==> config.mk <==
export PLATFORM = sky130hd
export DESIGN_NAME = cp0_intctrl
export DESIGN_NICKNAME = d
export VERILOG_FILES = /design/src/rtl/cp0_pkg.sv /design/src/rtl/cp0_irq_sync.sv /design/src/rtl/cp0_intctrl.sv
export SDC_FILE = /design/constraint.sdc
export NUM_CORES = 1
export LEC_CHECK = 0
export ABC_AREA = 1
export CAP_MARGIN = 5
export CORE_MARGIN = 2
export CORE_UTILIZATION = 36
export DETAILED_ROUTE_END_ITERATION = 8
export GPL_ROUTABILITY_DRIVEN = 0
export GPL_TIMING_DRIVEN = 0
export PLACE_DENSITY = 0.81
export SLEW_MARGIN = 20
export SYNTH_ARGS = -nofsm -noshare
export SYNTH_HDL_FRONTEND = slang
export SYNTH_SLANG_ARGS = --single-unit
==> constraint.sdc <==
create_clock -name clk -period 1.6 [get_ports clk]
set_clock_uncertainty 0.2 [all_clocks]
set_input_delay 0.32 -clock clk [delete_from_list [all_inputs] [get_ports clk]]
set_output_delay 0.32 -clock clk [all_outputs]
set_load 0.005 [all_outputs]
==> src/rtl/cp0_pkg.sv <==
`default_nettype none
// ============================================================================
//  Module      : cp0_pkg
//  Description : Shared definitions for the CP0 interrupt controller. Holds
//                the Status register bit positions, the Int exception code,
//                the request state encoding and a priority-encoder helper.
//  Revision    : 1.0  initial release
// ============================================================================
package cp0_pkg;

    // Status register field positions
    localparam int ST_IE    = 0;
    localparam int ST_EXL   = 1;
    localparam int ST_ERL   = 2;
    localparam int ST_IM_LO = 8;
    localparam int ST_IM_HI = 15;

    // ExcCode reported for an interrupt request
    localparam logic [4:0] EXC_INT = 5'd0;

    // Request state machine encoding
    typedef enum logic [1:0] {
        S_IDLE  = 2'd0,
        S_REQ   = 2'd1,
        S_BLOCK = 2'd2
    } irq_state_t;

    // Index of the highest set bit; IP7 has the highest priority.
    // Returns 0 for an all-zero input, which is never used as a request.
    function automatic logic [2:0] prio_idx(input logic [7:0] v);
        logic [2:0] idx;
        idx = 3'd0;
        for (int i = 0; i < 8; i++) begin
            if (v[i]) idx = 3'(i);
        end
        return idx;
    endfunction

endpackage
`default_nettype wire

==> src/rtl/cp0_irq_sync.sv <==
`default_nettype none
// ============================================================================
//  Module      : cp0_irq_sync
//  Description : Multi-flop level synchronizer for a vector of asynchronous
//                interrupt lines. No edge detection; each bit is a plain
//                STAGES-deep shift chain.
//  Ports       : clk     - system clock
//                reset_n - synchronous active-low reset, clears every stage
//                d       - asynchronous input vector
//                q       - synchronized output vector
//  Revision    : 1.0  initial release
// ============================================================================
module cp0_irq_sync #(
    parameter int WIDTH  = 6,
    parameter int STAGES = 2
) (
    input  logic             clk,
    input  logic             reset_n,
    input  logic [WIDTH-1:0] d,
    output logic [WIDTH-1:0] q
);

    // Stage 0 captures the asynchronous input; the last stage is the output.
    logic [STAGES-1:0][WIDTH-1:0] r_chain;

    always_ff @(posedge clk) begin
        if (!reset_n) begin
            r_chain <= '0;
        end else begin
            r_chain <= {r_chain[STAGES-2:0], d};
        end
    end

    assign q = r_chain[STAGES-1];

endmodule
`default_nettype wire

==> src/rtl/cp0_intctrl.sv <==
`default_nettype none
// ============================================================================
//  Module      : cp0_intctrl
//  Description : CP0 interrupt pending/request stage. Synchronizes external
//                interrupt lines, builds the Cause IP[7:0] image, qualifies
//                it with Status IM/IE/EXL/ERL and holds a request to the
//                exception unit until it is acknowledged or withdrawn.
//  Ports       : clk        - system clock
//                reset_n    - synchronous active-low reset
//                hw_irq     - asynchronous level interrupt lines (IP[7:2])
//                timer_irq  - Count/Compare match, merged into IP7
//                sw_ip      - software interrupt bits IP[1:0]
//                statusreg  - current Status register
//                irq_ack    - exception taken this cycle
//                eret       - ERET committed this cycle
//                ip_pending - registered Cause IP[7:0] image
//                irq_req    - held interrupt request
//                irq_line   - IP index of the request, frozen while requesting
//                irq_code   - ExcCode for the request (always Int)
//  Revision    : 1.0  initial release
// ============================================================================
module cp0_intctrl
    import cp0_pkg::*;
#(
    parameter int NHW         = 6,   // IP[7:2] mapping assumes 6 lines
    parameter int SYNC_STAGES = 2
) (
    input  logic           clk,
    input  logic           reset_n,
    input  logic [NHW-1:0] hw_irq,
    input  logic           timer_irq,
    input  logic [1:0]     sw_ip,
    input  logic [31:0]    statusreg,
    input  logic           irq_ack,
    input  logic           eret,
    output logic [7:0]     ip_pending,
    output logic           irq_req,
    output logic [2:0]     irq_line,
    output logic [4:0]     irq_code
);

    logic [NHW-1:0] w_sync_hw;
    logic [7:0]     w_enabled;
    logic           w_eligible;
    logic [2:0]     w_line;
    irq_state_t     r_state;

    cp0_irq_sync #(
        .WIDTH  (NHW),
        .STAGES (SYNC_STAGES)
    ) u_sync (
        .clk     (clk),
        .reset_n (reset_n),
        .d       (hw_irq),
        .q       (w_sync_hw)
    );

    // Cause IP image; the timer shares IP7 with the top hardware line.
    always_ff @(posedge clk) begin
        if (!reset_n) begin
            ip_pending <= 8'h00;
        end else begin
            ip_pending <= {w_sync_hw[5] | timer_irq, w_sync_hw[4:0], sw_ip};
        end
    end

    assign w_enabled  = ip_pending & statusreg[ST_IM_HI:ST_IM_LO];
    assign w_eligible = statusreg[ST_IE] & ~statusreg[ST_EXL] &
                        ~statusreg[ST_ERL] & (|w_enabled);
    assign w_line     = prio_idx(w_enabled);

    // Status bits that play no part in interrupt qualification
    logic unused_status;
    assign unused_status = ^{statusreg[31:16], statusreg[7:3]};

    // Request FSM. irq_req is registered alongside the state so that it is
    // exactly (state == S_REQ) without a decode after the flop.
    always_ff @(posedge clk) begin
        if (!reset_n) begin
            r_state  <= S_IDLE;
            irq_req  <= 1'b0;
            irq_line <= 3'd0;
        end else begin
            case (r_state)
                S_IDLE: begin
                    // An exception taken for another cause still blocks us
                    // until the handler returns.
                    if (irq_ack) begin
                        r_state <= S_BLOCK;
                        irq_req <= 1'b0;
                    end else if (w_eligible) begin
                        r_state  <= S_REQ;
                        irq_req  <= 1'b1;
                        irq_line <= w_line;
                    end
                end
                S_REQ: begin
                    // irq_line is frozen here so the exception unit sees a
                    // stable cause even if sources change underneath.
                    if (irq_ack) begin
                        r_state <= S_BLOCK;
                        irq_req <= 1'b0;
                    end else if (!w_eligible) begin
                        r_state <= S_IDLE;
                        irq_req <= 1'b0;
                    end
                end
                S_BLOCK: begin
                    // Leave on ERET, or when software clears EXL/ERL itself.
                    if (eret || (!statusreg[ST_EXL] && !statusreg[ST_ERL])) begin
                        r_state <= S_IDLE;
                    end
                    irq_req <= 1'b0;
                end
                default: begin
                    r_state <= S_IDLE;
                    irq_req <= 1'b0;
                end
            endcase
        end
    end

    assign irq_code = EXC_INT;

endmodule
`default_nettype wire

## Yosys cells after proc, flatten, opt, wreduce, memory -nomap -nowiden

Cells that the tools add are included.

| word-level totals | value |
|---|---|
| output and inout bits | 17 |
| word-level logic and storage cells | 46 |
| flip-flop bits (word level) | 26 |

| operators by class | value |
|---|---|
| bitwise operators | 8 |
| mux-type cells | 18 |
| equality and inequality tests | 5 |
| reduce and logical (&&, ||, !) cells | 9 |

Operator list:

| cell | count |
|---|---|
| 3-bit two-way mux | 6 |
| 2-bit two-way mux | 5 |
| 8-bit bitwise AND | 1 |
| 8-bit OR reduction | 1 |
| 3-bit != test (second input constant) | 2 |
| 2-bit case mux with 3 select lines | 1 |
| 3-bit AND reduction | 2 |
| 1-bit two-way mux | 5 |
| 1-bit bitwise AND | 3 |
| 1-bit NOT | 3 |
| 2-bit by 1-bit equality test with 1-bit output (second input constant) | 1 |
| 2-bit equality test (second input constant) | 1 |
| 1-bit logical NOT | 2 |
| 2-bit logical NOT | 1 |
| 2-bit != test (second input constant) | 1 |
| 1-bit case mux with 2 select lines | 1 |
| 2-bit AND reduction | 1 |
| 1-bit logical AND | 1 |
| 1-bit logical OR | 1 |
| 1-bit bitwise OR | 1 |

## Longest topological paths before layout

Gate-level depths: netlist of the first run.

| logic depth | value |
|---|---|
| word-level depth | 8 |
| depth in mapped cells | 9 |
| gate-level depth less buffers | 9 |

## By module

A second synthesis of the first run with hierarchy kept.

| unflattened totals | value |
|---|---|
| cell total of the unflattened synthesis | 134 |
| area total of the unflattened synthesis | 1081.0 um^2 |

Modules (own cells, without submodules):

| module | area each (um^2) | cells each | times used | sequential area each (um^2) |
|---|---|---|---|---|
| cp0_intctrl | 694.4 | 91 | 1 | 280.3 |
| cp0_irq_sync | 386.6 | 43 | 1 | 240.2 |

## Worst setup path after synthesis of the first run

Ideal clock, no wire load.

| timing path | value |
|---|---|
| path type | input-to-reg |
| from | input port statusreg[1] |
| to | register irq_line[2] |
| setup time | 115 ps |
| buffers on the path | 0 |
| data arrival time | 1003 ps |
| slack | 283 ps |
| stages | 6 |
| data required time | 1285 ps |
| cells stage by stage | or2_4 > nor2_8 > nand3_4 > nand2_1 > o21ai_1 > and2_1 |

| between the ends | value |
|---|---|
| longest elaborated chain between the ends | 5 |

RTL lines:

| item | line | source |
|---|---|---|
| start, declared | cp0_intctrl.sv:33 | `input logic [31:0] statusreg,` |
| 1-bit NOT | cp0_intctrl.sv:68 | `assign w_eligible = statusreg[ST_IE] & ~statusreg[ST_EXL] &` |
| 1-bit bitwise AND (2 in series) | cp0_intctrl.sv:68 |  |
| 1-bit bitwise AND | cp0_intctrl.sv:69 | `~statusreg[ST_ERL] & (\|w_enabled);` |
| 3-bit AND reduction (no source line) | n/a |  |
| end signal, assigned | cp0_intctrl.sv:94 | `irq_line <= w_line;` |
| end, declared | cp0_intctrl.sv:38 | `output logic [2:0] irq_line,` |

Every way passes these cells.
A chain may end at the register's enable or synchronous reset.

## Worst setup path after layout of the first run

| timing path | value |
|---|---|
| from | input port statusreg[13] |
| to | register irq_line[2] |

| between the ends | value |
|---|---|
| longest elaborated chain between the ends | 4 |
| elaborated cells between the ends (all ways) | 7 |
| those cells by class | 3 x mux; 2 x bitwise; 2 x reduce/logical |

RTL lines:

| item | line | source |
|---|---|---|
| 8-bit bitwise AND * | cp0_intctrl.sv:67 | `assign w_enabled = ip_pending & statusreg[ST_IM_HI:ST_IM_LO];` |
| 8-bit OR reduction or 3-bit two-way mux (tied branches) | cp0_intctrl.sv:69, cp0_pkg.sv:34 |  |
| 1-bit bitwise AND or 3-bit two-way mux (tied branches) | cp0_intctrl.sv:69, cp0_pkg.sv:34 |  |
| 3-bit AND reduction (no source line) or 3-bit two-way mux (tied branches) | n/a |  |

Mark *: on every way between the ends. The rest lies on a longest branch, timed or not.

==> flow_summary.html, run 1 <==
<table>
<tr><th>Metric</th><th>Value</th></tr>
<tr><th colspan="2">Run status</th></tr>
<tr><td>Run status</td><td>complete, no violations</td></tr>
<tr><th colspan="2">Cells and area</th></tr>
<tr><td>Share of final-layout standard cells stronger than drive strength 1</td><td>0.179</td></tr>
<tr><td>Final-layout fill cell count</td><td>245</td></tr>
<tr><td>Nets</td><td>219</td></tr>
<tr><td>Total inserted antenna cells</td><td>0</td></tr>
<tr><td>P&amp;R area growth vs syn</td><td>46.2%</td></tr>
<tr><td>Core occupancy in the finished layout</td><td>0.549</td></tr>
<tr><td>Sequential cell area</td><td>534 sq um</td></tr>
<tr><td>Final cell area excluding filler cells</td><td>0.00149 sq mm</td></tr>
<tr><td>Combined area of the multi-input logic cells</td><td>364 sq um</td></tr>
<tr><th colspan="2">Worst hold path</th></tr>
<tr><td>Tightest Hold Check Type</td><td>register to register</td></tr>
<tr><th colspan="2">Global routing</th></tr>
<tr><td>First-pass GRT wire length</td><td>2990 microns</td></tr>
<tr><td>Maximum number of pins on one net before global-route repair</td><td>16</td></tr>
<tr><td>Vias in the first global route</td><td>762</td></tr>
<tr><td>All-layer global routing usage</td><td>0.117</td></tr>
<tr><td>Total gr overflow</td><td>0</td></tr>
<tr><td>Antenna violations before repair</td><td>0</td></tr>
<tr><th colspan="2">Yosys</th></tr>
<tr><td>Count of yosys warnings during synthesis</td><td>0</td></tr>
<tr><td>Post-synthesis register bit count</td><td>26</td></tr>
<tr><td>Synthesized area</td><td>0.00102 sq mm</td></tr>
<tr><td>Count of unique library cells instantiated by Yosys</td><td>22</td></tr>
<tr><td>Average instance area after synthesis</td><td>7.96 sq um</td></tr>
<tr><td>Post-synthesis instance total</td><td>128</td></tr>
<tr><td>Sequential cell area fraction in the yosys report</td><td>0.511</td></tr>
<tr><th colspan="2">Floorplan</th></tr>
<tr><td>DIE AREA</td><td>0.00327 sq mm</td></tr>
<tr><td>Width of the chip</td><td>57.2 microns</td></tr>
<tr><td>Die Y-Extent</td><td>57.2 microns</td></tr>
<tr><td>Standard-cell row count</td><td>19</td></tr>
<tr><td>Initial cell density of the core</td><td>0.376</td></tr>
<tr><td>Number of top-level pins</td><td>62</td></tr>
<tr><td>Core region area</td><td>0.00271 sq mm</td></tr>
<tr><th colspan="2">Drt</th></tr>
<tr><td>Post-detailed-route wirelength per cell</td><td>9.03 microns</td></tr>
<tr><td>Via density per instance</td><td>4.21</td></tr>
<tr><td>Wire length after detailed routing</td><td>1840 microns</td></tr>
<tr><td>Detailed-routing iteration count for the pre-antenna-repair pass</td><td>4</td></tr>
<tr><td>Number of nets still failing antenna checks after routing</td><td>0</td></tr>
<tr><td>Iteration-0 DRC Markers</td><td>19</td></tr>
<tr><td>Vias after detailed routing</td><td>858</td></tr>
<tr><td>Drt drc</td><td>0</td></tr>
<tr><th colspan="2">Pwr</th></tr>
<tr><td>PwrDens</td><td>868 mW/mm^2</td></tr>
<tr><td>Leakage power of the design</td><td>0.000839 uW</td></tr>
<tr><td>Largest voltage drop on the vdd net</td><td>0.691 mV</td></tr>
<tr><th colspan="2">Setup path</th></tr>
<tr><td>Worst R2R Setup Slack</td><td>160 ps</td></tr>
<tr><td>Critical path data required time</td><td>1630 ps</td></tr>
<tr><td>Origin of the critical flop-to-flop path</td><td>ip_pending[6]</td></tr>
<tr><td>Data arrival time of the worst path</td><td>1490 ps</td></tr>
<tr><td>Launching element of the worst setup path</td><td>statusreg[13]</td></tr>
<tr><td>Worst-case reg-to-reg path depth</td><td>9</td></tr>
<tr><td>Destination of the worst register-to-register timing path</td><td>irq_line[2]</td></tr>
<tr><td>Worst setup path endpoint</td><td>irq_line[2]</td></tr>
<tr><td>Startpoint kind of the worst setup timing path</td><td>input port</td></tr>
<tr><td>Element type at the critical path end</td><td>register</td></tr>
<tr><td>Startpoint-to-endpoint class of the critical path</td><td>input port to register</td></tr>
<tr><td>Worst-path maximum fanout</td><td>6</td></tr>
<tr><th colspan="2">CTS</th></tr>
<tr><td>Clock latency reported for the late side of the worst-skew pair</td><td>310 ps</td></tr>
<tr><td>Number of sinks handled by clock tree synthesis</td><td>26</td></tr>
<tr><td>CTS HTree Levels</td><td>1</td></tr>
<tr><td>TritonCTS clock tree</td><td>yes</td></tr>
<tr><td>Clock transition at the registers of the reported paths</td><td>140 ps</td></tr>
<tr><td>Post-CTS Hold Buffers</td><td>0</td></tr>
<tr><td>Maximum count of clock buffers along a single path</td><td>2</td></tr>
<tr><td>Library cell used as clock root buffer</td><td>sky130_fd_sc_hd__clkbuf_4</td></tr>
<tr><td>Number of clock buffers inserted by TritonCTS</td><td>3</td></tr>
<tr><th colspan="2">Timing</th></tr>
<tr><td>Final min period</td><td>1460 ps</td></tr>
<tr><td>Final setup vio count</td><td>0</td></tr>
<tr><td>Maximum achievable frequency</td><td>0.685 GHz</td></tr>
<tr><td>Post-route worst hold slack</td><td>216 ps</td></tr>
<tr><td>Number of slew-limit violations in the final report</td><td>0</td></tr>
<tr><td>Hold violation count in the final report</td><td>0</td></tr>
<tr><td>Setup tns final</td><td>0 ps</td></tr>
<tr><td>PnR worst setup slack</td><td>140 ps</td></tr>
<tr><td>RSZ-0062 raised after global routing</td><td>false</td></tr>
<tr><td>Ratio of final minimum period to clock period</td><td>0.913</td></tr>
<tr><th colspan="2">Job</th></tr>
<tr><td>Reported max-cap violation count</td><td>0</td></tr>
<tr><th colspan="2">Place</th></tr>
<tr><td>HPWL after detailed placement</td><td>1450 microns</td></tr>
<tr><td>Worst-case setup slack after placement</td><td>-200 ps</td></tr>
<tr><td>Dpl cell area</td><td>0.00142 sq mm</td></tr>
<tr><td>Count of input and output buffers</td><td>35</td></tr>
</table>
critical path: stages:
cell and delay [ps]:
sky130_fd_sc_hd__clkdlybuf4s50_1 460, sky130_fd_sc_hd__nand2_1 100, sky130_fd_sc_hd__nand2_2 110, sky130_fd_sc_hd__nor2_4 40, sky130_fd_sc_hd__nand2_2 100, sky130_fd_sc_hd__nand3_4 100
sky130_fd_sc_hd__nand2_1 80, sky130_fd_sc_hd__o21ai_1 50, sky130_fd_sc_hd__and2_1 130
flip-flops by register name, summed over array words and instances, names as in the netlist:
| register | count |
|---|---|
| ip_pending | 8 |
| u_sync.q | 6 |
| u_sync.r_chain | 6 |
| irq_line | 3 |
| r_state | 2 |
| irq_req | 1 |
cells in the final DEF, fill, tap and decap left out, types with 2 or more instances in the layout:
| cell type | instances |
|---|---|
| sky130_fd_sc_hd__nand2_1 | 44 |
| sky130_fd_sc_hd__inv_1 | 23 |
| sky130_fd_sc_hd__clkdlybuf4s50_1 | 23 |
| sky130_fd_sc_hd__dfxtp_1 | 15 |
| sky130_fd_sc_hd__dlygate4sd2_1 | 12 |
| sky130_fd_sc_hd__dfxtp_2 | 11 |
| sky130_fd_sc_hd__buf_4 | 7 |
| sky130_fd_sc_hd__nand3_1 | 5 |
| sky130_fd_sc_hd__nor2_1 | 5 |
| sky130_fd_sc_hd__conb_1 | 5 |
| sky130_fd_sc_hd__a21oi_1 | 3 |
| sky130_fd_sc_hd__clkbuf_4 | 3 |
| sky130_fd_sc_hd__clkbuf_1 | 2 |
| sky130_fd_sc_hd__nand2_2 | 2 |
synth_stat cells:
cell / number / area, sq um
sky130_fd_sc_hd__nand3_4: 1 / 17.5
sky130_fd_sc_hd__nand3_1: 5 / 25.0
sky130_fd_sc_hd__or2_4: 1 / 8.76
sky130_fd_sc_hd__bufinv_8: 1 / 17.5
sky130_fd_sc_hd__a21oi_1: 3 / 15.0
sky130_fd_sc_hd__nand2_1: 44 / 165
sky130_fd_sc_hd__buf_4: 5 / 37.5
sky130_fd_sc_hd__and2_1: 1 / 6.26
sky130_fd_sc_hd__nor3_1: 1 / 5.00
sky130_fd_sc_hd__nand2_2: 2 / 12.5
sky130_fd_sc_hd__nor4_1: 1 / 6.26
sky130_fd_sc_hd__nand4_1: 1 / 6.26
sky130_fd_sc_hd__dfxtp_1: 26 / 521
sky130_fd_sc_hd__nor3_4: 1 / 16.3
sky130_fd_sc_hd__inv_1: 23 / 86.3
sky130_fd_sc_hd__nor2_2: 1 / 6.26
sky130_fd_sc_hd__o21ai_1: 1 / 5.00
sky130_fd_sc_hd__nor2_8: 1 / 20.0
sky130_fd_sc_hd__conb_1: 1 / 3.75
sky130_fd_sc_hd__clkbuf_1: 2 / 7.51
sky130_fd_sc_hd__nor2_1: 5 / 18.8
sky130_fd_sc_hd__nor2_4: 1 / 11.3
cells by family (layout without fill, tap and decap cells):
kind of cell    count (synthesis)  count (layout)  share of synthesized area
flops                          26              26                      0.511
compound gates                  4               4                     0.0196
other cells                     1               5                    0.00368
simple gates                   66              66                      0.319
buf+inv                        31              72                      0.146
cell type report:
| class | instances | share of cell area |
|---|---|---|
| flip-flops and latches | 26 | 0.359 |
| clock buffers | 3 | 0.0151 |
| inverters | 24 | 0.0697 |
| well taps | 31 | 0.0261 |
| multi-input cells | 75 | 0.245 |
| plain buffers | 7 | 0.0303 |
| clock inverters | 1 | 0.0202 |
| repair buffers | 37 | 0.235 |
report_power, final:
group	internal (uW)	switching, uW
Clock	253	189
Combinational	98.0	67.9
Sequential	674	10.2
metrics by stage:
| step | power (uW) | std cells |
|---|---|---|
| final | 1290 | 204 |
| after global routing | 1350 | 204 |
| after CTS | 1310 | 204 |
| after detailed placement | 867 | 198 |
| after global placement | 862 | 198 |
| after floorplan | 778 | 132 |
repair_timing:
action                                  4_1_cts  5_1_grt
endpoints found under the setup margin       12        0
gates resized for setup                      23        0
hold endpoints to repair                      0        0
setup buffers                                 2        0
how the worst min path moves through the flow:
stage	from	endpoint	slack [ps]	cells past startpoint
6_report	u_sync.q[4]	ip_pending[6]	220	2
5_1_grt	u_sync.q[4]	ip_pending[6]	230	2
3_5_place_dp	u_sync.q[4]	ip_pending[6]	190	2
4_1_cts	u_sync.q[4]	ip_pending[6]	210	2
2_1_floorplan	u_sync.q[4]	ip_pending[6]	190	2
3_3_place_gp	u_sync.r_chain[1]	u_sync.q[1]	190	2
layer usage:
layer	global-route usage	wire, microns
met4	0.0598	21
met3	0.0136	80
met1	0.122	675
met5	0	0
met2	0.228	1060
No activity file was read; power rests on OpenSTA's default activity.
==> inputs of run 2 (changes only) <==
--- a/config.mk
+++ b/config.mk
@@ -5,14 +5,14 @@
 export SDC_FILE = /design/constraint.sdc
 export NUM_CORES = 1
 export LEC_CHECK = 0
-export ABC_AREA = 1
 export CAP_MARGIN = 5
+export CELL_PAD_IN_SITES_DETAIL_PLACEMENT = 1
+export CELL_PAD_IN_SITES_GLOBAL_PLACEMENT = 1
 export CORE_MARGIN = 2
-export CORE_UTILIZATION = 36
+export CORE_UTILIZATION = 24
 export DETAILED_ROUTE_END_ITERATION = 8
 export GPL_ROUTABILITY_DRIVEN = 0
-export GPL_TIMING_DRIVEN = 0
-export PLACE_DENSITY = 0.81
+export PLACE_DENSITY = 0.8
 export SLEW_MARGIN = 20
 export SYNTH_ARGS = -nofsm -noshare
 export SYNTH_HDL_FRONTEND = slang
==> run 2 against run 1 <==
Compared with the run above: the run now ends with negative setup slack left; non-clock buffer count increased by 9; largest cell class unchanged; worst hold slack improved by 22 ps; critical path type is now register to register; power decreased by 0.74%.
==> flow_summary.html, run 2 <==
<table>
<tr><th>Metric</th><th>Value</th></tr>
<tr><th colspan="2">Timing</th></tr>
<tr><td>Maximum achievable frequency</td><td>0.565 GHz (-17%)</td></tr>
<tr><td>Final min period</td><td>1770 ps (+309 ps)</td></tr>
<tr><td>RSZ-0062 raised after global routing</td><td>true</td></tr>
<tr><td>Final setup vio count</td><td>4 (+4)</td></tr>
<tr><td>Hold violation count in the final report</td><td>0 (unchanged)</td></tr>
<tr><td>PnR worst setup slack</td><td>-169 ps (-309 ps)</td></tr>
<tr><td>Ratio of final minimum period to clock period</td><td>1.11 (+0.193)</td></tr>
<tr><td>Number of slew-limit violations in the final report</td><td>0 (unchanged)</td></tr>
<tr><th colspan="2">Run status</th></tr>
<tr><td>Run status</td><td>complete, but fails checks</td></tr>
<tr><td>Failing checks</td><td>negative setup slack</td></tr>
<tr><th colspan="2">Cells and area</th></tr>
<tr><td>Core occupancy in the finished layout</td><td>0.418 (-0.131)</td></tr>
<tr><td>Most common cell after layout, fill and taps aside</td><td>sky130_fd_sc_hd__and2_1</td></tr>
<tr><td>Non-filler cells in the finished layout</td><td>191 (-6.4%)</td></tr>
<tr><td>Total inserted antenna cells</td><td>0 (unchanged)</td></tr>
<tr><td>Final cell area excluding filler cells</td><td>0.00154 sq mm (+3.6%)</td></tr>
<tr><td>Nets</td><td>189 (-14%)</td></tr>
<tr><td>Largest register by flop count</td><td>ip_pending</td></tr>
<tr><td>Commonest cells after routing, fill and taps aside</td><td>sky130_fd_sc_hd__and2_1 (19), sky130_fd_sc_hd__buf_4 (18), sky130_fd_sc_hd__dlygate4sd2_1 (16)</td></tr>
<tr><td>Flip-flop count of the largest register, all copies and words added</td><td>8 (unchanged)</td></tr>
<tr><td>Share of final-layout standard cells stronger than drive strength 1</td><td>0.287 (+0.108)</td></tr>
<tr><td>P&amp;R area growth vs syn</td><td>67.3%</td></tr>
<tr><th colspan="2">Worst hold path</th></tr>
<tr><td>Worst hold path startpoint</td><td>u_sync.q[4]</td></tr>
<tr><td>Hold Path Stages</td><td>1 (-1)</td></tr>
<tr><td>Tightest Hold Check Type</td><td>register to register</td></tr>
<tr><td>Worst Hold End</td><td>ip_pending[6]</td></tr>
<tr><th colspan="2">Global routing</th></tr>
<tr><td>First-pass GRT wire length</td><td>3910 microns (+31%)</td></tr>
<tr><td>Vias in the first global route</td><td>898 (+18%)</td></tr>
<tr><td>Total gr overflow</td><td>0 (unchanged)</td></tr>
<tr><td>Maximum number of pins on one net before global-route repair</td><td>20 (+4)</td></tr>
<tr><td>All-layer global routing usage</td><td>0.122 (+0.00482)</td></tr>
<tr><td>Antenna violations before repair</td><td>0 (unchanged)</td></tr>
<tr><th colspan="2">Yosys</th></tr>
<tr><td>Average instance area after synthesis</td><td>10.4 sq um (+30%)</td></tr>
<tr><td>Post-synthesis instance total</td><td>89 (-30%)</td></tr>
<tr><td>Synthesized area</td><td>922 sq um (-9.5%)</td></tr>
<tr><td>Count of yosys warnings during synthesis</td><td>0 (unchanged)</td></tr>
<tr><td>Yosys top cell area share</td><td>0.564 (+0.0534)</td></tr>
<tr><td>Adder and majority cell fraction of the synthesized area</td><td>0.0109 (+0.0109)</td></tr>
<tr><td>Commonest cells in the synthesized netlist</td><td>sky130_fd_sc_hd__dfxtp_1 (26), sky130_fd_sc_hd__and2_1 (19), sky130_fd_sc_hd__nor2_1 (6), sky130_fd_sc_hd__buf_4 (5), sky130_fd_sc_hd__a21oi_1 (4)</td></tr>
<tr><td>Proportion of synthesized area in mux cells</td><td>0.0109 (+0.0109)</td></tr>
<tr><td>Cell taking the most area after synthesis</td><td>sky130_fd_sc_hd__dfxtp_1</td></tr>
<tr><td>Post-synth ARST share</td><td>0 (unchanged)</td></tr>
<tr><td>Xor/xnor share of the synthesized area</td><td>0 (unchanged)</td></tr>
<tr><td>Sequential cell area fraction in the yosys report</td><td>0.564 (+0.0534)</td></tr>
<tr><td>Most area-consuming cells after synthesis</td><td>sky130_fd_sc_hd__dfxtp_1 (56%), sky130_fd_sc_hd__and2_1 (13%), sky130_fd_sc_hd__buf_4 (4.1%)</td></tr>
<tr><td>Share of synthesized cell area in and, or, nand and nor gates</td><td>0.206 (-0.113)</td></tr>
<tr><td>Largest family of logic cells by synthesized area</td><td>simple AND/OR/NAND/NOR gates</td></tr>
<tr><td>Post-synthesis register bit count</td><td>26 (unchanged)</td></tr>
<tr><td>Area fraction in compound gates after synthesis</td><td>0.147 (+0.127)</td></tr>
<tr><td>Count of unique library cells instantiated by Yosys</td><td>25 (+14%)</td></tr>
<tr><td>Most frequently used flop master after synthesis</td><td>sky130_fd_sc_hd__dfxtp_1</td></tr>
<tr><td>Dominant cell by count in the synthesized netlist</td><td>sky130_fd_sc_hd__dfxtp_1</td></tr>
<tr><td>Number of synthesized flops with an enable pin</td><td>0 (unchanged)</td></tr>
<tr><th colspan="2">Floorplan</th></tr>
<tr><td>Standard-cell row count</td><td>22 (+3)</td></tr>
<tr><td>Number of top-level pins</td><td>62 (unchanged)</td></tr>
<tr><td>Width of the chip</td><td>66.0 microns (+15%)</td></tr>
<tr><td>Die Y-Extent</td><td>66.0 microns (+15%)</td></tr>
<tr><td>Core region area</td><td>0.00369 sq mm (+36%)</td></tr>
<tr><td>DIE AREA</td><td>0.00435 sq mm (+33%)</td></tr>
<tr><td>Initial cell density of the core</td><td>0.250 (-0.126)</td></tr>
<tr><th colspan="2">Pwr</th></tr>
<tr><td>Largest voltage drop on the vdd net</td><td>0.395 mV (-43%)</td></tr>
<tr><td>PwrDens</td><td>831 mW/mm^2 (-4.2%)</td></tr>
<tr><td>Leakage power of the design</td><td>0.000727 uW (-13%)</td></tr>
<tr><th colspan="2">Drt</th></tr>
<tr><td>Post-detailed-route wirelength per cell</td><td>13.1 microns (+45%)</td></tr>
<tr><td>Detailed-routing iteration count for the pre-antenna-repair pass</td><td>2 (-2)</td></tr>
<tr><td>Wire length after detailed routing</td><td>2500 microns (+36%)</td></tr>
<tr><td>Iteration-0 DRC Markers</td><td>10 (-9)</td></tr>
<tr><td>Via density per instance</td><td>4.34 (+3.2%)</td></tr>
<tr><td>Number of nets still failing antenna checks after routing</td><td>0 (unchanged)</td></tr>
<tr><td>Vias after detailed routing</td><td>829 (-3.4%)</td></tr>
<tr><td>Drt drc</td><td>0 (unchanged)</td></tr>
<tr><th colspan="2">Setup path</th></tr>
<tr><td>Startpoint-to-endpoint class of the critical path</td><td>register to register</td></tr>
<tr><td>Worst R2R Setup Slack</td><td>-170 ps (-330 ps)</td></tr>
<tr><td>Element type at the critical path end</td><td>register</td></tr>
<tr><td>Critical path data required time</td><td>1590 ps (-40 ps)</td></tr>
<tr><td>Data arrival time of the worst path</td><td>1760 ps (+270 ps)</td></tr>
<tr><td>Origin of the critical flop-to-flop path</td><td>ip_pending[1]</td></tr>
<tr><td>Worst-path maximum fanout</td><td>4 (-2)</td></tr>
<tr><td>Destination of the worst register-to-register timing path</td><td>irq_line[2]</td></tr>
<tr><td>Worst-case reg-to-reg path depth</td><td>4 (-5)</td></tr>
<tr><td>Launching element of the worst setup path</td><td>ip_pending[1]</td></tr>
<tr><td>Startpoint kind of the worst setup timing path</td><td>register</td></tr>
<tr><th colspan="2">CTS</th></tr>
<tr><td>TritonCTS clock tree</td><td>yes</td></tr>
<tr><td>Clock transition at the registers of the reported paths</td><td>90 ps (-50 ps)</td></tr>
<tr><td>Maximum count of clock buffers along a single path</td><td>2 (unchanged)</td></tr>
<tr><td>Clock latency reported for the late side of the worst-skew pair</td><td>270 ps (-40 ps)</td></tr>
<tr><td>Library cell used as clock root buffer</td><td>sky130_fd_sc_hd__clkbuf_8</td></tr>
<tr><td>Number of sinks handled by clock tree synthesis</td><td>26 (unchanged)</td></tr>
<tr><td>Number of clock buffers inserted by TritonCTS</td><td>3 (unchanged)</td></tr>
<tr><td>Post-CTS Hold Buffers</td><td>0 (unchanged)</td></tr>
<tr><td>CTS HTree Levels</td><td>1 (unchanged)</td></tr>
<tr><th colspan="2">Place</th></tr>
<tr><td>Count of input and output buffers</td><td>35 (unchanged)</td></tr>
<tr><td>Worst-case setup slack after placement</td><td>-617 ps (-417 ps)</td></tr>
<tr><td>HPWL after detailed placement</td><td>1900 microns (+31%)</td></tr>
<tr><td>Dpl cell area</td><td>0.00141 sq mm (-0.97%)</td></tr>
<tr><td>Post-placement cell count</td><td>183 (-7.6%)</td></tr>
<tr><th colspan="2">Job</th></tr>
<tr><td>Reported max-cap violation count</td><td>0 (unchanged)</td></tr>
</table>
[run 2: worst max-delay path: stages (launching register included)]
cell and delay (ps):
sky130_fd_sc_hd__dfxtp_2 340, sky130_fd_sc_hd__a22o_4 240, sky130_fd_sc_hd__o41a_1 500, sky130_fd_sc_hd__and2_4 200, sky130_fd_sc_hd__a311oi_2 210
[run 2: final cells by class]
cell class | instances | area, sq um
fill | 425 | 2150
sequential | 26 | 534
timing repair buffer | 53 | 478
multi-input combinational | 58 | 408
tap | 48 | 60.1
clock buffer | 4 | 55.1
inverter | 2 | 7.51
[run 2: repair_timing]
action | in CTS | in global routing
buffers inserted | 4 | 0
endpoints found under the setup margin | 17 | 8
pin swaps | 8 | 4
gates resized for setup | 29 | 12
cloned | 0 | 0
[run 2: kinds of logic (layout without fill, tap and decap cells)]
kind of cell,count (synthesis),in the layout
AOI/OAI and AO/OA,17,17
and+or+nand+nor,34,34
buffers and inverters,9,59
adders and majority gates,1,1
DFF,26,26
muxes,1,1
other,1,5
[run 2: how the worst max path moves through the flow]
stage,to,slack (ps),cells after the start
2_1_floorplan,irq_line[0],-40,4
3_3_place_gp,irq_line[2],-500,5
5_1_grt,irq_line[2],-190,4
3_5_place_dp,irq_line[2],-620,5
4_1_cts,irq_line[2],-180,4
6_report,irq_line[2],-170,4
[run 2: where the power goes]
group	internal (uW)	total [uW]	switching, uW
registers	674	684	10.5
clock network	220	429	209
logic	105	169	63.7
[run 2: through the flow]
stage / hold slack (ps) / total power, uW / TNS, ps
after CTS: 244 / 1290 / -903
after floorplan: 206 / 756 / -91.5
after detailed placement: 223 / 864 / -2530
after global routing: 266 / 1330 / -726
after global placement: 212 / 855 / -2230
final: 238 / 1280 / -555
[run 2: layer usage]
metal	GRT usage	share of wire
met5	0	0
met2	0.244	0.54
met4	0.0689	0.026
met1	0.114	0.39
met3	0.0221	0.048
